===== config.mk =====
export PLATFORM = sky130hd
export DESIGN_NAME = instr_loader
export DESIGN_NICKNAME = d
export VERILOG_FILES = /design/src/rtl/instr_loader.sv
export SDC_FILE = /design/constraint.sdc
export NUM_CORES = 1
export LEC_CHECK = 0
export ABC_AREA = 1
export BUFFER_PORTS_ARGS = -buffer_cell sky130_fd_sc_hd__clkbuf_2
export CELL_PAD_IN_SITES_DETAIL_PLACEMENT = 1
export CELL_PAD_IN_SITES_GLOBAL_PLACEMENT = 2
export CORE_ASPECT_RATIO = 0.6
export CORE_MARGIN = 4
export CORE_UTILIZATION = 31
export DETAILED_ROUTE_END_ITERATION = 10
export PLACE_DENSITY_LB_ADDON = 0.1
export REMOVE_ABC_BUFFERS = 1
export SYNTH_ARGS = -nofsm -noshare
export SYNTH_HDL_FRONTEND = slang
export SYNTH_SLANG_ARGS = --single-unit

===== constraint.sdc =====
create_clock -name clk -period 1.9 [get_ports clk]
set_clock_uncertainty 0.05 [all_clocks]
set_input_delay 0.095 -clock clk [delete_from_list [all_inputs] [get_ports clk]]
set_output_delay 0.095 -clock clk [all_outputs]
set_load 0.05 [all_outputs]

===== src/rtl/instr_loader.sv =====
// Program loader: receives a length-prefixed big-endian byte stream and writes
// 32-bit instruction words into instruction memory from address 0, holding the CPU meanwhile.
module instr_loader #(
    parameter int ADDR_W = 8
) (
    input  logic              clk,
    input  logic              rst_n,
    input  logic              start,
    input  logic [7:0]        in_data,
    input  logic              in_valid,
    output logic              in_ready,
    output logic              imem_we,
    output logic [ADDR_W-1:0] imem_addr,
    output logic [31:0]       imem_wd,
    output logic              cpu_hold,
    output logic              busy,
    output logic              done,
    output logic              err
);

    typedef enum logic [2:0] {
        S_IDLE,
        S_LEN_HI,
        S_LEN_LO,
        S_DATA,
        S_WRITE,
        S_DONE,
        S_ERR
    } state_t;

    localparam logic [16:0] CAPACITY = 17'd1 << ADDR_W;

    state_t      state;
    state_t      state_nxt;
    logic [7:0]  len_hi;
    logic [15:0] len;
    logic [15:0] idx;
    logic [1:0]  byte_cnt;
    logic [23:0] word_acc;
    logic        hold_q;
    logic        err_q;
    logic        rdy_st;
    logic        xfer;
    logic [15:0] len_next;
    logic        len_bad;

    // Ready depends on the state register alone, never on in_valid.
    assign rdy_st   = (state == S_LEN_HI) || (state == S_LEN_LO) || (state == S_DATA);
    assign xfer     = in_valid & rdy_st;
    assign len_next = {len_hi, in_data};
    assign len_bad  = (len_next == 16'd0) || ({1'b0, len_next} > CAPACITY);

    always_ff @(posedge clk or negedge rst_n) begin
        if (!rst_n) begin
            state  <= S_IDLE;
            hold_q <= 1'b0;
            err_q  <= 1'b0;
        end else begin
            state <= state_nxt;
            if (state == S_IDLE && start) begin
                hold_q <= 1'b1;
                err_q  <= 1'b0;
            end
            if (state == S_LEN_LO && xfer && len_bad) begin
                err_q <= 1'b1;
            end
            // Hold is released only by a successful load; errors leave it set.
            if (state == S_DONE) begin
                hold_q <= 1'b0;
            end
        end
    end

    always_comb begin
        state_nxt = state;
        in_ready  = rdy_st;
        busy      = rdy_st || (state == S_WRITE);
        imem_we   = (state == S_WRITE);
        done      = (state == S_DONE);
        cpu_hold  = hold_q && (state != S_DONE);
        err       = err_q;
        unique case (state)
            S_IDLE:   if (start) state_nxt = S_LEN_HI;
            S_LEN_HI: if (xfer) state_nxt = S_LEN_LO;
            S_LEN_LO: if (xfer) state_nxt = len_bad ? S_ERR : S_DATA;
            S_DATA:   if (xfer && byte_cnt == 2'd3) state_nxt = S_WRITE;
            S_WRITE:  state_nxt = (idx + 16'd1 == len) ? S_DONE : S_DATA;
            S_DONE:   state_nxt = S_IDLE;
            S_ERR:    state_nxt = S_IDLE;
            default:  state_nxt = S_IDLE;
        endcase
    end

    // The 4th byte goes straight into imem_wd so the word is ready in WRITE.
    always_ff @(posedge clk or negedge rst_n) begin
        if (!rst_n) begin
            len_hi    <= 8'd0;
            len       <= 16'd0;
            idx       <= 16'd0;
            byte_cnt  <= 2'd0;
            word_acc  <= 24'd0;
            imem_addr <= '0;
            imem_wd   <= 32'd0;
        end else begin
            case (state)
                S_LEN_HI: if (xfer) len_hi <= in_data;
                S_LEN_LO: if (xfer) begin
                    len      <= len_next;
                    idx      <= 16'd0;
                    byte_cnt <= 2'd0;
                end
                S_DATA: if (xfer) begin
                    word_acc <= {word_acc[15:0], in_data};
                    byte_cnt <= byte_cnt + 2'd1;
                    if (byte_cnt == 2'd3) begin
                        imem_wd   <= {word_acc, in_data};
                        imem_addr <= idx[ADDR_W-1:0];
                    end
                end
                S_WRITE: idx <= idx + 16'd1;
                default: ;
            endcase
        end
    end

endmodule


# [Word-level counts from Yosys, hierarchy flattened]
# Cells that the tools add are included.
[word_totals] regBits=111 latchBits=0 ramBits=0 rom_bits=0 input_bits=12 output_inout_bits=46 word_cells=65 n_memories=0
[classes] n_addsub=2 multipliers=0 div=0 magnitude_cmp=1 n_eq_ne=13 shifts=0 n_mux=16 n_bitwise=1 n_reduce_logical=22
[op_table] operator="16-bit case mux with 2 select lines" n=1
[op_table] operator="3-bit 2-to-1 mux" n=6
[op_table] operator="16-bit by 1-bit adder with 16-bit output (second input constant)" n=1
[op_table] operator="16-bit == test" n=1
[op_table] operator="16-bit by 9-bit greater-than comparator with 1-bit output (second input constant)" n=1
[op_table] operator="16-bit zero test" n=1
[op_table] operator="16-bit 2-to-1 mux" n=1
[op_table] operator="3-bit case mux with 5 select lines" n=1
[op_table] operator="2-bit != test (second input constant)" n=4
[op_table] operator="2-bit AND reduction" n=4
[op_table] operator="2-bit nonzero test" n=4
[op_table] operator="3-bit by 2-bit == test with 1-bit output (second input constant)" n=2
[op_table] operator="3-bit == test (second input constant)" n=2
[op_table] operator="3-bit AND reduction" n=2
[op_table] operator="1-bit logical AND" n=5
[op_table] operator="1-bit logical OR" n=4
[op_table] operator="1-bit 2-to-1 mux" n=4
[op_table] operator="2-bit 2-to-1 mux" n=2
[op_table] operator="2-bit case mux with 2 select lines" n=1
[op_table] operator="4-bit AND reduction" n=1
[op_table] operator="3-bit by 1-bit == test with 1-bit output (second input constant)" n=1
[op_table] operator="3-bit zero test" n=1
[op_table] operator="3-bit != test (second input constant)" n=1
[op_table] operator="2-bit by 1-bit adder with 2-bit output (second input constant)" n=1
[op_table] operator="3 further kinds" n=3

# [Logic depth before layout (Yosys ltp)]
[logic_depth] ltp_word=7 mapped_depth=15 ltp_nobuf=15

# [Least setup slack after synthesis]
# OpenSTA, ideal clock, no wires.
[synth_timing] path_type="register to output" from="reg state[0]" to="out busy" arrival_ns=1.976 path_slack_ns=-0.221 path_stages_with_launch=7 n_path_buf=1 cell_sequence="dfrtp_1 -> nor2_1 -> inv_1 -> nor2_2 -> inv_1 -> clkbuf_1 -> nand3_1"
[synth_via] elab_cells_between_ends=7 cone_classes="eq/ne (4); reduce/logical (3)"
[synth_lines] item="start: declaration" line_no="33" rtl="state_t state;"
[synth_lines] item="start signal: assignment" line_no="59" rtl="state <= state_nxt;"
[synth_lines] item="3-bit == test"
[synth_lines] item="via imem_we" line_no="12" rtl="output logic imem_we,"
[synth_lines] item="1-bit logical OR" line_no="77" rtl="busy = rdy_st || (state == S_WRITE);"
[synth_lines] item="end: declaration" line_no="16" rtl="output logic busy,"
# The timed path passes the listed nets, and every way through them passes these cells.

# [Final worst setup path]
[layout_timing] from="reg idx[1]" to="reg state[1]"
[layout_via] elab_chain_cells=4
[layout_lines] item="start: declaration" line_no="37" rtl="logic [15:0] idx;"
[layout_lines] item="start signal: assignment" line_no="120" rtl="S_WRITE: idx <= idx + 16'd1;"
[layout_lines] item="16-bit by 1-bit adder with 16-bit output" line_no="87" rtl="S_WRITE: state_nxt = (idx + 16'd1 == len) ? S_DONE : S_DATA;"
[layout_lines] item="16-bit == test" line_no="87"
[layout_lines] item="3-bit 2-to-1 mux" line_no="87"
[layout_lines] item="3-bit case mux with 5 select lines" line_no="82" rtl="unique case (state)"
# Every way passes these cells.
# A chain may end at the register's enable or synchronous reset.

==> impl_metrics.tcl <==
set metrics [dict create \
    run_status "finished with violations" \
    violations "negative setup slack" \
    die_h_um 106 \
    critPathBufInv 0 \
    grt_pass1_vias 4450 \
    hold_viol_final 0 \
    portBuffers 57 \
    drtIter0Drc 244 \
    fp.coreArea_sq_mm 0.0155 \
    synthArstFlopShare 1.00 \
    p_comb_frac 0.423 \
    hold_class "in2async" \
    grt_max_degree 81 \
    worstPathCellList "ha_2, or2_2, nand3_1, nand3_1, a21oi_2, nand3_1, nor2_2, nand3_1, nand2_1, nand2_1, nand2_1, nand2_1" \
    root_buffer "clkbuf_16" \
    route.detailed.drc 0 \
    setup_violations 1 \
    tightest_slew_ps 514 \
    routed_wl_mm 14.4 \
    p_seq_frac 0.394 \
    switching_power_w 0.00464 \
    start_util 0.320 \
    fin_crit_sh 1.01 \
    track_usage 0.168 \
    busiest_layer "met1" \
    synth-main-ff-cell "dfrtp_1" \
    synth.most_common_cell "nand2_1" \
    grt_pass1_wl_mm 24.3 \
    syn_area_per_cell_sq_um 8.43 \
    swShare 0.456 \
    cp_data_required_time_ps 2090 \
    ys_seq_elements 111 \
    netlist_top_cells_count "171 x nand2_1, 111 x dfrtp_1, 97 x o21ai_0, 77 x inv_1, 34 x nand3_1" \
    yosysSeqAreaShare 0.560 \
    post-dp-hpwl_mm 10.5 \
    ir_drop_v 0.000720 \
    rsz0062_at_grt "yes" \
    powerDensity_mw_per_mm2 1650 \
    start_kind "register" \
    met1_usage 0.264 \
    use_met2 0.243 \
    yosysTopAreaCell "dfrtp_1" \
    post-route-min-period_ps 1920 \
    path_max_fanout 3 \
    intPower_w 0.00554 \
    cts_max_level 3 \
    critPathArrivalTime_ps 2120 \
    boundaryPins 58 \
    synth_enable_flop_cells 0 \
    rows 35 \
    syn_to_final_growth_pct 24.5 \
    worstSkewPairLatency_ps 350 \
    dieArea_sq_mm 0.0181 \
    clock_power_share 0.183 \
    path_clk_slew_ps 80 \
    finalCoreUtilization 0.398 \
    slew_headroom 0.656 \
    globalRouteMet3Util 0.0297 \
    die_w_um 171 \
    path_delay_family "simple AND/OR/NAND/NOR gates" \
    path_class "reg2reg" \
    fmax_ghz 0.520 \
    ys_warn_count 0 \
    synth_top_area_share 0.560 \
    syn_area_sq_mm 0.00496 \
    cpPeakStageDelay_ps 390 \
    cts_buffers 9 \
    num_vias 4178 \
    dr.pass1.iters 4 \
    viasPerCell 4.72 \
    setup_ws_ps -21.9 \
    drv_cap 0 \
    cp_slowest_cell "dfrtp_1" \
    fillers 1885 \
    netlist_instances 588 \
    ant_nets 0 \
    cts.sinks 111 \
    netlist_top_cells_area "dfrtp_1 56%, nand2_1 13%, o21ai_0 9.8%" \
    drive_gt1_frac 0.204 \
    slew_violations 0 \
    wl_per_cell_um 16.2 \
    endpoint_kind "register" \
    grt_antenna_before_repair 0 \
    grt-ovfl-total 0 \
    cellLeakagePower_nw 2.97 \
    cts_tree "done" \
    place_congestion 0.799 \
    n_antenna_cell 0 \
    cts_buffer_depth 2 \
    finalNetCount 692 \
    holdWs_ps 154 \
    synthDistinctLibCells 31 \
]
-- cell usage in the layout (no fill, tap or decap), types with 3 or more instances in the layout --
cell type	n
dfrtp_2	3
dlygate4sd3_1	11
inv_6	3
nand2_2	7
xor2_1	3
nand4_1	10
buf_4	27
nor2_4	8
inv_1	77
nand3_1	31
clkbuf_2	54
buf_12	5
nand2_1	166
nand3_2	5
nor2_2	7
dfrtp_1	108
o21ai_0	97
nor2_1	15
clkbuf_16	9
o22ai_1	10
nand3b_1	4
-- path summary, 6_finish.rpt --
path / from / slack [ps] / end / depth (start not counted)
worst max-delay path: idx[1] / -20 / state[1] / 12
worst min-delay path: rst_n / 150 / imem_wd[20] / 2
worst max register to register: idx[1] / -20 / state[1] / 12
worst min register to register: imem_wd[15] / 440 / imem_wd[15] / 2
max in group asynchronous: rst_n / 970 / idx[2] / 3
min in group clk: imem_wd[15] / 440 / imem_wd[15] / 2
-- power groups by stage --
stage	sequential, W	clock, W	combinational, W
final	0.00401	0.00186	0.00430
after floorplan	0.00479	0	0.00200
after detailed placement	0.00404	0	0.00422
after CTS	0.00402	0.00192	0.00432
after global placement	0.00400	0	0.00413
after global routing	0.00414	0.00200	0.00480
-- flip-flops by register name (all words and copies together) (netlist names) --
register / count
len: 16
err: 1
imem_addr: 8
byte_cnt: 2
idx: 16
len_hi: 8
hold_q: 1
state: 3
word_acc: 24
imem_wd: 32
-- cell type report --
class / count / area, sq um / share of cell area
inverter: 79 / 300 / 0.0487
tap: 203 / 254 / 0.0412
clock inverter: 6 / 50.0 / 0.00811
multi-input combinational: 380 / 1880 / 0.304
clock buffer: 9 / 225 / 0.0365
sequential: 111 / 2780 / 0.451
timing repair buffer: 97 / 683 / 0.111
-- cells by family (layout without fill, tap and decap cells) --
family / after synthesis / count (layout) / synth area share
simple gates: 258 / 258 / 0.228
compound gates: 115 / 115 / 0.121
flops: 111 / 111 / 0.560
buf+inv: 97 / 191 / 0.0742
xor+xnor: 5 / 5 / 0.0116
fa+ha+maj: 2 / 2 / 0.00505
-- layer usage --
metal  wire, um  vias up
li1           -     2067
met1       7850     2043
met2       5940       59
met3        485        9
met4         95        0
met5          0        -
-- what timing repair did --
item / 4_1_cts / 5_1_grt
hold buffers: 11 / 0
cloned: 0 / 0
setup endpoints to repair: 4 / 6
pin swaps: 9 / 10
endpoints found under the hold margin: 41 / 0
gates resized for setup: 15 / 7
buffers inserted: 4 / 2
-- metrics by stage --
| stage | total power, W | cell area, sq um | setup TNS (ps) | setup slack, ps | instances |
|---|---|---|---|---|---|
| 4_1_cts | 0.0103 | 6140 | -25.9 | -25.9 | 883 |
| 5_1_grt | 0.0109 | 6170 | -602 | -212 | 885 |
| 6_report | 0.0102 | 6170 | -21.9 | -21.9 | 885 |
| 3_3_place_gp | 0.00813 | 5670 | -30.0 | -30.0 | 853 |
| 3_5_place_dp | 0.00826 | 5670 | -148 | -94.1 | 853 |
| 2_1_floorplan | 0.00679 | 4890 | -62080 | -1460 | 570 |
Note: power is estimated with default switching activity, not from simulation.
